===== src/rtl/wf_gather_queue_pkg.sv =====
// Shared constants and helpers for the wavefront-gather queue and its RAM.
package wf_gather_queue_pkg;

  localparam int DEFAULT_WIDTH  = 39;
  localparam int DEFAULT_DEPTH  = 8;
  localparam int DEFAULT_AF_LVL = 6;

  // Pointer width for a power-of-two depth; count needs one more bit to reach DEPTH.
  function automatic int ptr_w(input int depth);
    return $clog2(depth);
  endfunction

endpackage


===== src/rtl/wf_gather_queue_if.sv =====
// Enqueue/dequeue handshake, flush and status bundle for wf_gather_queue.
interface wf_gather_queue_if #(
  parameter int WIDTH = 39,
  parameter int AW    = 3
);
  logic             io_flush;
  logic             io_enq_valid;
  logic             io_enq_ready;
  logic [WIDTH-1:0] io_enq_bits;
  logic             io_deq_valid;
  logic             io_deq_ready;
  logic [WIDTH-1:0] io_deq_bits;
  logic [AW:0]      io_count;
  logic             io_almost_full;

  modport master (
    output io_flush, io_enq_valid, io_enq_bits, io_deq_ready,
    input  io_enq_ready, io_deq_valid, io_deq_bits, io_count, io_almost_full
  );

  modport slave (
    input  io_flush, io_enq_valid, io_enq_bits, io_deq_ready,
    output io_enq_ready, io_deq_valid, io_deq_bits, io_count, io_almost_full
  );
endinterface


===== src/rtl/wf_gather_ram_1w1r.sv =====
// One-write one-read RAM with a registered (synchronous) read port.
module wf_gather_ram_1w1r #(
  parameter int WIDTH = 39,
  parameter int DEPTH = 8,
  parameter int AW    = $clog2(DEPTH)
) (
  input  logic             clock,
  input  logic [AW-1:0]    W0_addr,
  input  logic             W0_en,
  input  logic [WIDTH-1:0] W0_data,
  input  logic [AW-1:0]    R0_addr,
  input  logic             R0_en,
  output logic [WIDTH-1:0] R0_data
);
  logic [WIDTH-1:0] mem [DEPTH];
  logic [WIDTH-1:0] rdata_q;

  // NOTE: the array has no reset so it maps onto RAM macros; readers must never trust its power-up contents.
  always_ff @(posedge clock) begin
    if (W0_en) mem[W0_addr] <= W0_data;
    if (R0_en) rdata_q <= mem[R0_addr];
  end

  assign R0_data = rdata_q;
endmodule


===== src/rtl/wf_gather_queue.sv =====
// Show-ahead ready/valid FIFO on a sync-read RAM, with flush, occupancy and write-to-read bypass.
module wf_gather_queue
  import wf_gather_queue_pkg::*;
#(
  parameter int WIDTH  = DEFAULT_WIDTH,
  parameter int DEPTH  = DEFAULT_DEPTH,
  parameter int AF_LVL = DEFAULT_AF_LVL
) (
  input logic              clock,
  input logic              reset,
  wf_gather_queue_if.slave io
);
  localparam int          AW       = ptr_w(DEPTH);
  localparam logic [AW:0] FULL_CNT = (AW+1)'(DEPTH);
  localparam logic [AW:0] AF_CNT   = (AW+1)'(AF_LVL);

  logic [AW-1:0]    wr_ptr_q, wr_ptr_d, rd_ptr_q, rd_ptr_d, raddr;
  logic [AW:0]      count_q, count_d;
  logic             byp_sel_q, byp_sel_d;
  logic [WIDTH-1:0] byp_data_q, byp_data_d, ram_q;
  logic             enq_ready, deq_valid, enq_fire, deq_fire;

  // NOTE: every signal gets a default at the top of the block so no path can leave it unassigned and infer a latch.
  always_comb begin
    enq_ready  = !reset && !io.io_flush && (count_q != FULL_CNT);
    deq_valid  = !reset && !io.io_flush && (count_q != '0);
    enq_fire   = io.io_enq_valid && enq_ready;
    deq_fire   = deq_valid && io.io_deq_ready;
    raddr      = deq_fire ? rd_ptr_q + AW'(1) : rd_ptr_q;
    wr_ptr_d   = wr_ptr_q;
    rd_ptr_d   = rd_ptr_q;
    count_d    = count_q;
    byp_sel_d  = enq_fire && (wr_ptr_q == raddr);
    byp_data_d = enq_fire ? io.io_enq_bits : byp_data_q;

    if (io.io_flush) begin
      wr_ptr_d = '0;
      rd_ptr_d = '0;
      count_d  = '0;
    end else begin
      if (enq_fire) wr_ptr_d = wr_ptr_q + AW'(1);
      if (deq_fire) rd_ptr_d = raddr;
      if (enq_fire && !deq_fire) count_d = count_q + (AW+1)'(1);
      if (!enq_fire && deq_fire) count_d = count_q - (AW+1)'(1);
    end
  end

  // NOTE: state registers use non-blocking assignments so every flop samples pre-edge values.
  always_ff @(posedge clock) begin
    if (reset) begin
      wr_ptr_q  <= '0;
      rd_ptr_q  <= '0;
      count_q   <= '0;
      byp_sel_q <= 1'b0;
    end else begin
      wr_ptr_q  <= wr_ptr_d;
      rd_ptr_q  <= rd_ptr_d;
      count_q   <= count_d;
      byp_sel_q <= byp_sel_d;
    end
  end

  // Payload-only register; byp_sel_q alone decides whether it is looked at.
  always_ff @(posedge clock) begin
    byp_data_q <= byp_data_d;
  end

  wf_gather_ram_1w1r #(.WIDTH(WIDTH), .DEPTH(DEPTH), .AW(AW)) u_ram (
    .clock   (clock),
    .W0_addr (wr_ptr_q),
    .W0_en   (enq_fire),
    .W0_data (io.io_enq_bits),
    .R0_addr (raddr),
    .R0_en   (1'b1),
    .R0_data (ram_q)
  );

  assign io.io_enq_ready   = enq_ready;
  assign io.io_deq_valid   = deq_valid;
  assign io.io_deq_bits    = byp_sel_q ? byp_data_q : ram_q;
  assign io.io_count       = reset ? '0 : count_q;
  assign io.io_almost_full = !reset && (count_q >= AF_CNT);

  a_no_enq_full:  assert property (@(posedge clock) disable iff (reset) !(enq_fire && count_q == FULL_CNT));
  a_no_deq_empty: assert property (@(posedge clock) disable iff (reset) !(deq_fire && count_q == '0));
  a_count_range:  assert property (@(posedge clock) disable iff (reset) count_q <= FULL_CNT);
endmodule


===== src/flat_wrapper.sv =====
// flat-port wrapper written by rule: the top's interface ports become plain ports
module wf_gather_queue_flat import wf_gather_queue_pkg::*;
#(
  parameter int WIDTH  = DEFAULT_WIDTH,
  parameter int DEPTH  = DEFAULT_DEPTH,
  parameter int AF_LVL = DEFAULT_AF_LVL
)
  (clock, reset, io_io_flush, io_io_enq_valid, io_io_enq_bits, io_io_deq_ready, io_io_enq_ready, io_io_deq_valid, io_io_deq_bits, io_io_count, io_io_almost_full);
  wf_gather_queue_if #(.WIDTH(WIDTH), .AW(3)) io_i ();
  input logic clock;
  input logic reset;
  input wire logic [$bits(io_i.io_flush)-1:0] io_io_flush;
  input wire logic [$bits(io_i.io_enq_valid)-1:0] io_io_enq_valid;
  input wire logic [$bits(io_i.io_enq_bits)-1:0] io_io_enq_bits;
  input wire logic [$bits(io_i.io_deq_ready)-1:0] io_io_deq_ready;
  output wire logic [$bits(io_i.io_enq_ready)-1:0] io_io_enq_ready;
  output wire logic [$bits(io_i.io_deq_valid)-1:0] io_io_deq_valid;
  output wire logic [$bits(io_i.io_deq_bits)-1:0] io_io_deq_bits;
  output wire logic [$bits(io_i.io_count)-1:0] io_io_count;
  output wire logic [$bits(io_i.io_almost_full)-1:0] io_io_almost_full;
  assign io_i.io_flush = io_io_flush;
  assign io_i.io_enq_valid = io_io_enq_valid;
  assign io_i.io_enq_bits = io_io_enq_bits;
  assign io_i.io_deq_ready = io_io_deq_ready;
  assign io_io_enq_ready = io_i.io_enq_ready;
  assign io_io_deq_valid = io_i.io_deq_valid;
  assign io_io_deq_bits = io_i.io_deq_bits;
  assign io_io_count = io_i.io_count;
  assign io_io_almost_full = io_i.io_almost_full;
  wf_gather_queue #(.WIDTH(WIDTH), .DEPTH(DEPTH), .AF_LVL(AF_LVL)) u_core (.clock(clock), .reset(reset), .io(io_i));
endmodule

===== config.mk =====
export PLATFORM = sky130hd
export DESIGN_NAME = wf_gather_queue_flat
export DESIGN_NICKNAME = d
export VERILOG_FILES = /design/src/rtl/wf_gather_queue_pkg.sv /design/src/rtl/wf_gather_queue_if.sv /design/src/rtl/wf_gather_ram_1w1r.sv /design/src/rtl/wf_gather_queue.sv /design/src/flat_wrapper.sv
export SDC_FILE = /design/constraint.sdc
export NUM_CORES = 1
export LEC_CHECK = 0
export ABC_CLOCK_PERIOD_IN_PS = 8380
export CORE_ASPECT_RATIO = 0.9
export CORE_MARGIN = 1
export CORE_UTILIZATION = 59
export DETAILED_ROUTE_END_ITERATION = 8
export HOLD_SLACK_MARGIN = 0.06
export PLACE_DENSITY = 0.79
export RECOVER_POWER = 25
export SYNTH_ARGS = -nofsm -noshare
export SYNTH_HDL_FRONTEND = slang
export SYNTH_HIERARCHICAL = 1
export SYNTH_SLANG_ARGS = --single-unit

===== constraint.sdc =====
create_clock -name clock -period 8.38 [get_ports clock]
set_clock_uncertainty 0.1 [all_clocks]
set_input_delay 1.676 -clock clock [delete_from_list [all_inputs] [get_ports clock]]
set_output_delay 1.676 -clock clock [all_outputs]
set_load 0.005 [all_outputs]

After elaboration in Yosys (flattened, before gate mapping)
Memories as Yosys holds them, arrays and structs flattened. A register that Yosys moved wholly into a read port is not among the register bits.
Cells that the tools add are included.

storage, ports and cells
  bits in registers = 50
  RAM bits = 312
  input bits = 44
  output and inout bits = 46
  memories kept = 1

memories
  memory            words  width  read ports  clocked after Yosys merged registers in  write ports  line                      source
  u_core.u_ram.mem  8      39     1           1                                        1            wf_gather_ram_1w1r.sv:15  logic [WIDTH-1:0] mem [DEPTH];

operators by class
  $add $sub $neg = 4
  $lt $le $gt $ge = 1
  equal/unequal tests = 2
  muxes and demuxes = 7
  reduce and logical (&&, ||, !) cells = 16

operators by type and width
  cell                   number
  $mux W39               1
  $mux W4                3
  $logic_and A1 B1 Y1    9
  $add A3 B1 Y3 const B  2
  $add A4 B1 Y4 const B  1
  $ge A4 B3 Y1 const B   1
  $logic_not A1 Y1       4
  $ne A4 B4 Y1 const B   1
  $reduce_bool A4 Y1     1
  $sub A4 B1 Y4 const B  1
  $eq A3 B3 Y1           1
  $mux W3                1
  $mux W1                2
  $reduce_bool A2 Y1     1
  $reduce_or A2 Y1       1

Depth between registers and ports, before layout
Gate-level depths: netlist of run 1.

  depth after elaboration = 8
  mapped depth = 10

Hierarchy
Netlist of run 1, hierarchy kept.

by module, submodules not included
  module              times used  cells each  area an instance (sq um)  seq. area each (sq um)
  wf_gather_ram_1w1r  1           503         13,020.0                  10,540.1
  wf_gather_queue     1           163         2,328.5                   1,391.3

Worst setup path after synthesis of run 1
No wires, ideal clock.

  kind = input port to flip-flop
  from = input port io_io_flush
  to = memory u_core.u_ram.mem[4][0], enable pin
  setup time = 0.484 ns
  arrival time = 5.941 ns
  required time = 7.796 ns
  slack = 1.856 ns
  cell stages on the path = 5
  cell sequence = nor2_2 nand3_1 inv_1 nand2_1 nor3_1

between the ends
  longest elaborated chain between the ends = 6

ends and longest elaborated chain
  what                              line                      source
  from (decl)                       flat_wrapper.sv:12        input wire logic [$bits(io_i.io_flush)-1:0] io_io_flush;
  $logic_not A1 Y1                  wf_gather_queue.sv:25     enq_ready = !reset && !io.io_flush && (count_q != FULL_CNT);
  $logic_and A1 B1 Y1 (2 in a row)  wf_gather_queue.sv:25
  $logic_and A1 B1 Y1               wf_gather_queue.sv:27     enq_fire = io.io_enq_valid && enq_ready;
  net u_core.enq_fire               wf_gather_queue.sv:21     logic enq_ready, deq_valid, enq_fire, deq_fire;
  $mux W1                           wf_gather_ram_1w1r.sv:20  if (W0_en) mem[W0_addr] <= W0_data;
  $mux W1 (not written as such)     wf_gather_ram_1w1r.sv:20
  to (decl)                         wf_gather_ram_1w1r.sv:15

The timed path passes the listed nets, and every way through them passes these cells.

Final worst setup path of run 1
  from = input port reset
  to = memory u_core.u_ram.mem[2][32], enable pin

between the ends
  longest elaborated chain between the ends = 6

ends and longest elaborated chain
  what                              line                      source
  from (decl)                       flat_wrapper.sv:11        input logic reset;
  $logic_not A1 Y1                  wf_gather_queue.sv:25
  $logic_and A1 B1 Y1 (2 in a row)  wf_gather_queue.sv:25
  $logic_and A1 B1 Y1               wf_gather_queue.sv:27
  net u_core.enq_fire               wf_gather_queue.sv:21
  $mux W1                           wf_gather_ram_1w1r.sv:20
  $mux W1 (not written as such)     wf_gather_ram_1w1r.sv:20

The timed path passes the listed nets, and every way through them passes these cells.

==> results.ini, run 1 <==
[clocking]
insertion_delay_ns=0.52
cts_setup_buffers=0
cts_num_sinks=401
cts.path.max_buffers=3
cts_tree=done
htreeDepth=2
cts_made_buffers=39
ctsHoldBuffers=0
path_clk_slew_ns=0.06
postCtsResizedCells=0
root_buffer=clkbuf_16

[hold_path]
min-delay-start=u_core/count_q[3]
hp-class=reg2reg
hold_path_end=u_core/count_q[3]
worstHoldPathCells=2

[synthesis]
synth_seq_area_share=0.777
yosysWarnings=6
yosysMostFrequentCell=edfxtp_1
syn_area_um2=15300
yosysTopAreaCell=edfxtp_1
postSynthAreaPerCell_um2=23.0
ys_types=39
synth_edf_count=390
ys_ff_latch=401
ys.flop_type=edfxtp_1
synthArstFlopShare=0
synthTopCellsByCount=edfxtp_1 (390), mux4_2 (78), mux2_2 (58), mux2_4 (20), nor2_1 (18)
ys_top_cells_by_area=edfxtp_1 (76%), mux4_2 (11%), mux2_2 (4.3%), mux2_4 (2.0%), dfxtp_1 (1.4%)
synthCells=666
yosys.area.top_type_share=0.763

[routing]
drtIter0Drc=600
viasPerCell=5.85
dr.pass1.iters=4
wire_per_inst_um=23.8
vias=6964
ant_nets=0
wirelength_mm=28.3
drc=0

[pwr]
internal_power_mw=3.20
combPwrFrac=0.030
clockPowerShare=0.408
power_switching_share=0.193
power_density_nw_per_um2=220
seqPwrFrac=0.562
p_sw_uw=766
power_mw=3.97
power_leakage_nw=5.80
ir_drop_v=0.000137

[placement]
place_congestion=0.801
io_buffers=89
dpl-instance-area_um2=16800
place_hpwl_mm=15.5

[critical_path]
path_delay_family=buffers and inverters
r2r-start=u_core/count_q[2]
cp-end-kind=flip-flop
critPathMaxStageDelay_ns=0.90
cpMaxStageDelayCell=inv_2
reg2reg_to=u_core/u_ram/mem[2][32]
critPathLaunchType=primary input
cp_max_fo=43
ff2ff_path_depth=6
rrSetupSlack_ns=4.55
worstPathRequired_ns=8.43
crit_type=in2reg
path_cells=clkdlybuf4s50_1 -> nor2_2 -> nand3_1 -> inv_2 -> nand2b_1 -> nor2_4 -> buf_4
cp.arrival_ns=5.22
crit_buf_inv=3

[cells_and_area]
utilization=0.711
final_cell_area_um2=18000
post_route_cells_drive_above_1_share=0.290
area_delta_synth_final_pct=17.3
diodes=0
finish.net_count=871
multi_input_area_um2=3440
seq_area_um2=11900
nFillCells=1513

[global_routing]
grtUsageMet3=0.0435
grt-ovfl-total=0
top_usage_layer=met2
grt_use_met2=0.371
grt_pass1_vias=7542
grt_pass1_wl_mm=43.8
grt_use_met1=0.316
grt_max_degree=79
grt_usage=0.227
antenna_found_initial=1

[sta]
maxSlewHeadroom=0.211
setup_violations=0
timing.setup.tns_ns=0
finalHoldViolations=0
clock.fmax_ghz=0.193
slew_viol_final=0
rsz0062_at_grt=no
tightest_slew_ns=1.18
timing.final.crit_period_ns=5.17
fin_crit_sh=0.617

[die]
start_util=0.606
die_h_um=155
dieArea_um2=26700
core_area_um2=25300
placement_rows=55
io_pins=90
die_x_um=172

[run]
cap_violations=0

[status]
status=finished clean

-- per-layer routing --
| metal | part of all wire | vias to the layer above |
|---|---|---|
| li1 | - | 3031 |
| met1 | 0.40 | 3618 |
| met2 | 0.50 | 260 |
| met3 | 0.069 | 53 |
| met4 | 0.022 | 2 |
| met5 | 0.00053 | - |
-- stage by stage --
step,cells,setup slack (ns),hold WS [ns]
floorplan,704,1.86,0.381
CTS,1191,3.13,0.451
detailed placement,1122,2.66,0.447
finish,1191,3.21,0.447
global placement,1122,2.82,0.409
global route,1191,2.90,0.471
-- layout by cell type (no fill, tap or decap), drive strengths merged, types with 2 or more instances in the layout --
master         instances
a21o                   2
clkbuf                47
xor2                   5
nand4                  2
mux2                  78
inv                    5
a21oi                  3
and2b                  2
xnor2                  5
and2                   4
nand2b                 3
nor2                  19
dlygate4sd3           23
conb                  39
dfxtp                 11
clkdlybuf4s50         66
edfxtp               390
nand3                  3
nor3                   2
mux2i                  2
buf                   15
ha                     5
or2                    2
or3                    2
mux4                  78
clkinv                21
nand2                  5
-- state kept, by name, indices dropped and copies added, names as in the netlist --
signal                cells
u_core/byp_sel_q          1
u_core/u_ram/mem        312
u_core/byp_data_q        39
u_core/u_ram/R0_data     39
u_core/wr_ptr_q           3
u_core/rd_ptr_q           3
u_core/count_q            4
-- worst max-delay path by stage --
stage | from | endpoint | slack (ns) | depth (start not counted)
2_1_floorplan | io_io_flush | u_core/u_ram/mem[4][0] | 1.86 | 5
3_3_place_gp | reset | u_core/u_ram/R0_data[14] | 2.82 | 7
3_5_place_dp | reset | u_core/u_ram/mem[6][20] | 2.66 | 7
4_1_cts | reset | u_core/u_ram/R0_data[5] | 3.13 | 7
5_1_grt | reset | u_core/u_ram/R0_data[5] | 2.90 | 7
6_report | reset | u_core/u_ram/mem[2][32] | 3.21 | 7
-- cell families (layout without fill, tap and decap cells) --
family                     Yosys count  after routing  share of synthesized area
AOI/OAI and AO/OA                    8              8                    0.00375
xor gates and xnor gates            10             10                    0.00571
adders and majority gates            6              6                    0.00538
buffers and inverters               33            178                     0.0125
DFF                                401            401                      0.777
muxes                              158            158                      0.178
other                                1             39                   0.000244
and+or+nand+nor                     49             49                     0.0172
-- power groups by stage --
stage / Combinational [mW] / Clock [mW] / Sequential (mW)
3_5_place_dp: 0.120 / 0 / 2.27
3_3_place_gp: 0.115 / 0 / 2.27
6_report: 0.118 / 1.62 / 2.23
4_1_cts: 0.122 / 1.65 / 2.23
2_1_floorplan: 0.0455 / 0 / 2.27
5_1_grt: 0.129 / 1.72 / 2.23
-- area by class of cell --
class                   count  share of cell area
flip-flops and latches    401               0.663
multi-input cells         270               0.191
clock buffers              47              0.0583
repair buffers            104              0.0558
well taps                 342              0.0238
clock inverters            22             0.00709
inverters                   5             0.00104
-- tightest hold or removal path, stage by stage (launching register included) --
cell,delay (ns)
dfxtp_1,0.35
nand2_1,0.07
mux2i_1,0.07
(Power assumes the default switching activity.)
==> inputs of run 2 (changes only) <==
- ABC_CLOCK_PERIOD_IN_PS: 8380 -> 4800
- clock period: 8.38 -> 4.8 ns (I/O delays scaled with it)
==> results.ini, run 2 (synthesis gave the netlist of run 1 again) <==
[die]
die_h_um=155  ; unchanged
start_util=0.606  ; unchanged
dieArea_um2=26700  ; unchanged
placement_rows=55  ; unchanged
io_pins=90  ; unchanged
core_area_um2=25300  ; unchanged
die_x_um=172  ; unchanged

[routing]
drc=0  ; unchanged
viasPerCell=5.91  ; +1.1%
ant_nets=0  ; unchanged
wirelength_mm=29.7  ; +4.7%
dr.pass1.iters=5  ; +1
drtIter0Drc=594  ; -1.0%
vias=7100  ; +2.0%
wire_per_inst_um=24.7  ; +3.9%

[critical_path]
cpMaxStageDelayCell=nor2_4
worstPathRequired_ns=4.93  ; -3.50 ns
critPathMaxStageDelay_ns=0.57  ; -0.33 ns
cp.arrival_ns=3.81  ; -1.41 ns
cp-end-kind=flip-flop
critPathLaunchType=primary input
path_delay_family=simple AND/OR/NAND/NOR gates
cp_max_fo=19  ; -56%
crit_type=in2reg
path_cells=clkdlybuf4s50_1 -> nor2_2 -> nand3_1 -> inv_2 -> nand2b_1 -> nor2_4 -> buf_4
crit_buf_inv=3  ; unchanged

[cells_and_area]
final_cell_area_um2=18200  ; +1.2%
area_delta_synth_final_pct=18.7
nFillCells=1444  ; -4.6%
largest_reg_flops=312  ; unchanged
final_common_cell=edfxtp_1
finish.net_count=876  ; +0.57%
regMostFlops=u_core/u_ram/mem
layout_common_cells=edfxtp_1 (390), mux4_2 (78), clkdlybuf4s50_1 (64)
post_route_cells_drive_above_1_share=0.288  ; -0.00154

[run]
cap_violations=0  ; unchanged

[clocking]
root_buffer=clkbuf_16
htreeDepth=2  ; unchanged
cts_made_buffers=40  ; +2.6%
ctsHoldBuffers=0  ; unchanged
cts_tree=done
cts_setup_buffers=0  ; unchanged
postCtsResizedCells=0  ; unchanged
cts.path.max_buffers=3  ; unchanged
path_clk_slew_ns=0.06  ; about the same
cts_num_sinks=401  ; unchanged
insertion_delay_ns=0.52  ; about the same

[global_routing]
antenna_found_initial=2  ; +1
grt_pass1_vias=7777  ; +3.1%
grt_pass1_wl_mm=45.1  ; +2.9%
grt_max_degree=61  ; -23%
grt_usage=0.235  ; +0.00811
grt-ovfl-total=0  ; unchanged

[pwr]
ir_drop_v=0.000253  ; +84%
power_leakage_nw=5.84  ; +0.75%
power_density_nw_per_um2=384  ; +74%
power_mw=7.00  ; +76%

[sta]
clock.fmax_ghz=0.271
finalHoldViolations=0  ; unchanged
tightest_slew_ns=0.786  ; -0.397 ns
timing.final.crit_period_ns=3.68
fin_crit_sh=0.768
rsz0062_at_grt=no
slew_viol_final=0  ; unchanged
maxSlewHeadroom=0.476  ; +0.265
holdWs_ns=0.464  ; +0.0170 ns
timing.setup.tns_ns=0  ; unchanged
setup_violations=0  ; unchanged

[placement]
dpl-instance-area_um2=17000  ; +1.0%
io_buffers=89  ; unchanged
place_hpwl_mm=16.4  ; +5.9%
place_congestion=0.848  ; +5.8%

[hold_path]
hp-class=reg2reg

[status]
status=finished clean

-- run 2: where the power goes --
group	switching, mW	leakage (nW)	internal, mW	total, mW
combinational	0.102	1.61	0.107	0.208
clock	1.21	0.592	1.68	2.89
sequential	0.0162	3.64	3.88	3.90
-- run 2: final cells by class --
type                    count  area, µm²  share of cell area
inverters                   5       18.8             0.00103
repair buffers            108       1160              0.0636
flip-flops and latches    401      11900               0.655
multi-input cells         270       3450               0.189
diodes                      2       5.00            0.000275
clock buffers              59       1120              0.0617
well taps                 342        428              0.0235
clock inverters            14       97.6             0.00536
-- run 2: per-stage QoR --
stage                util  worst slack (ns)  std cells
floorplan               -            0.0286        704
global placement    0.671             0.855       1126
detailed placement  0.671             0.660       1126
CTS                 0.719              1.08       1199
global route        0.719             0.935       1200
finish              0.719              1.12       1201
-- run 2: worst paths after layout --
kind	from	to	slack, ns	depth (start not counted)
worst max-delay path	reset	u_core/u_ram/mem[3][32]	1.12	7
worst min-delay path	u_core/count_q[3]	u_core/count_q[3]	0.46	2
worst max register to register	u_core/count_q[3]	u_core/u_ram/R0_data[15]	1.74	6
worst min register to register	u_core/count_q[3]	u_core/count_q[3]	0.46	2
-- run 2: worst min-delay path, cell delays in order (launching register included) --
cell     delay (ns)
dfxtp_1        0.37
nand2_1        0.09
mux2i_1        0.06
-- run 2: layer usage --
metal,track usage,share of wire,routed length (µm)
met1,0.319,0.40,11700
met2,0.389,0.51,15300
met3,0.0453,0.070,2080
met4,0.0750,0.020,596
met5,0,0,0
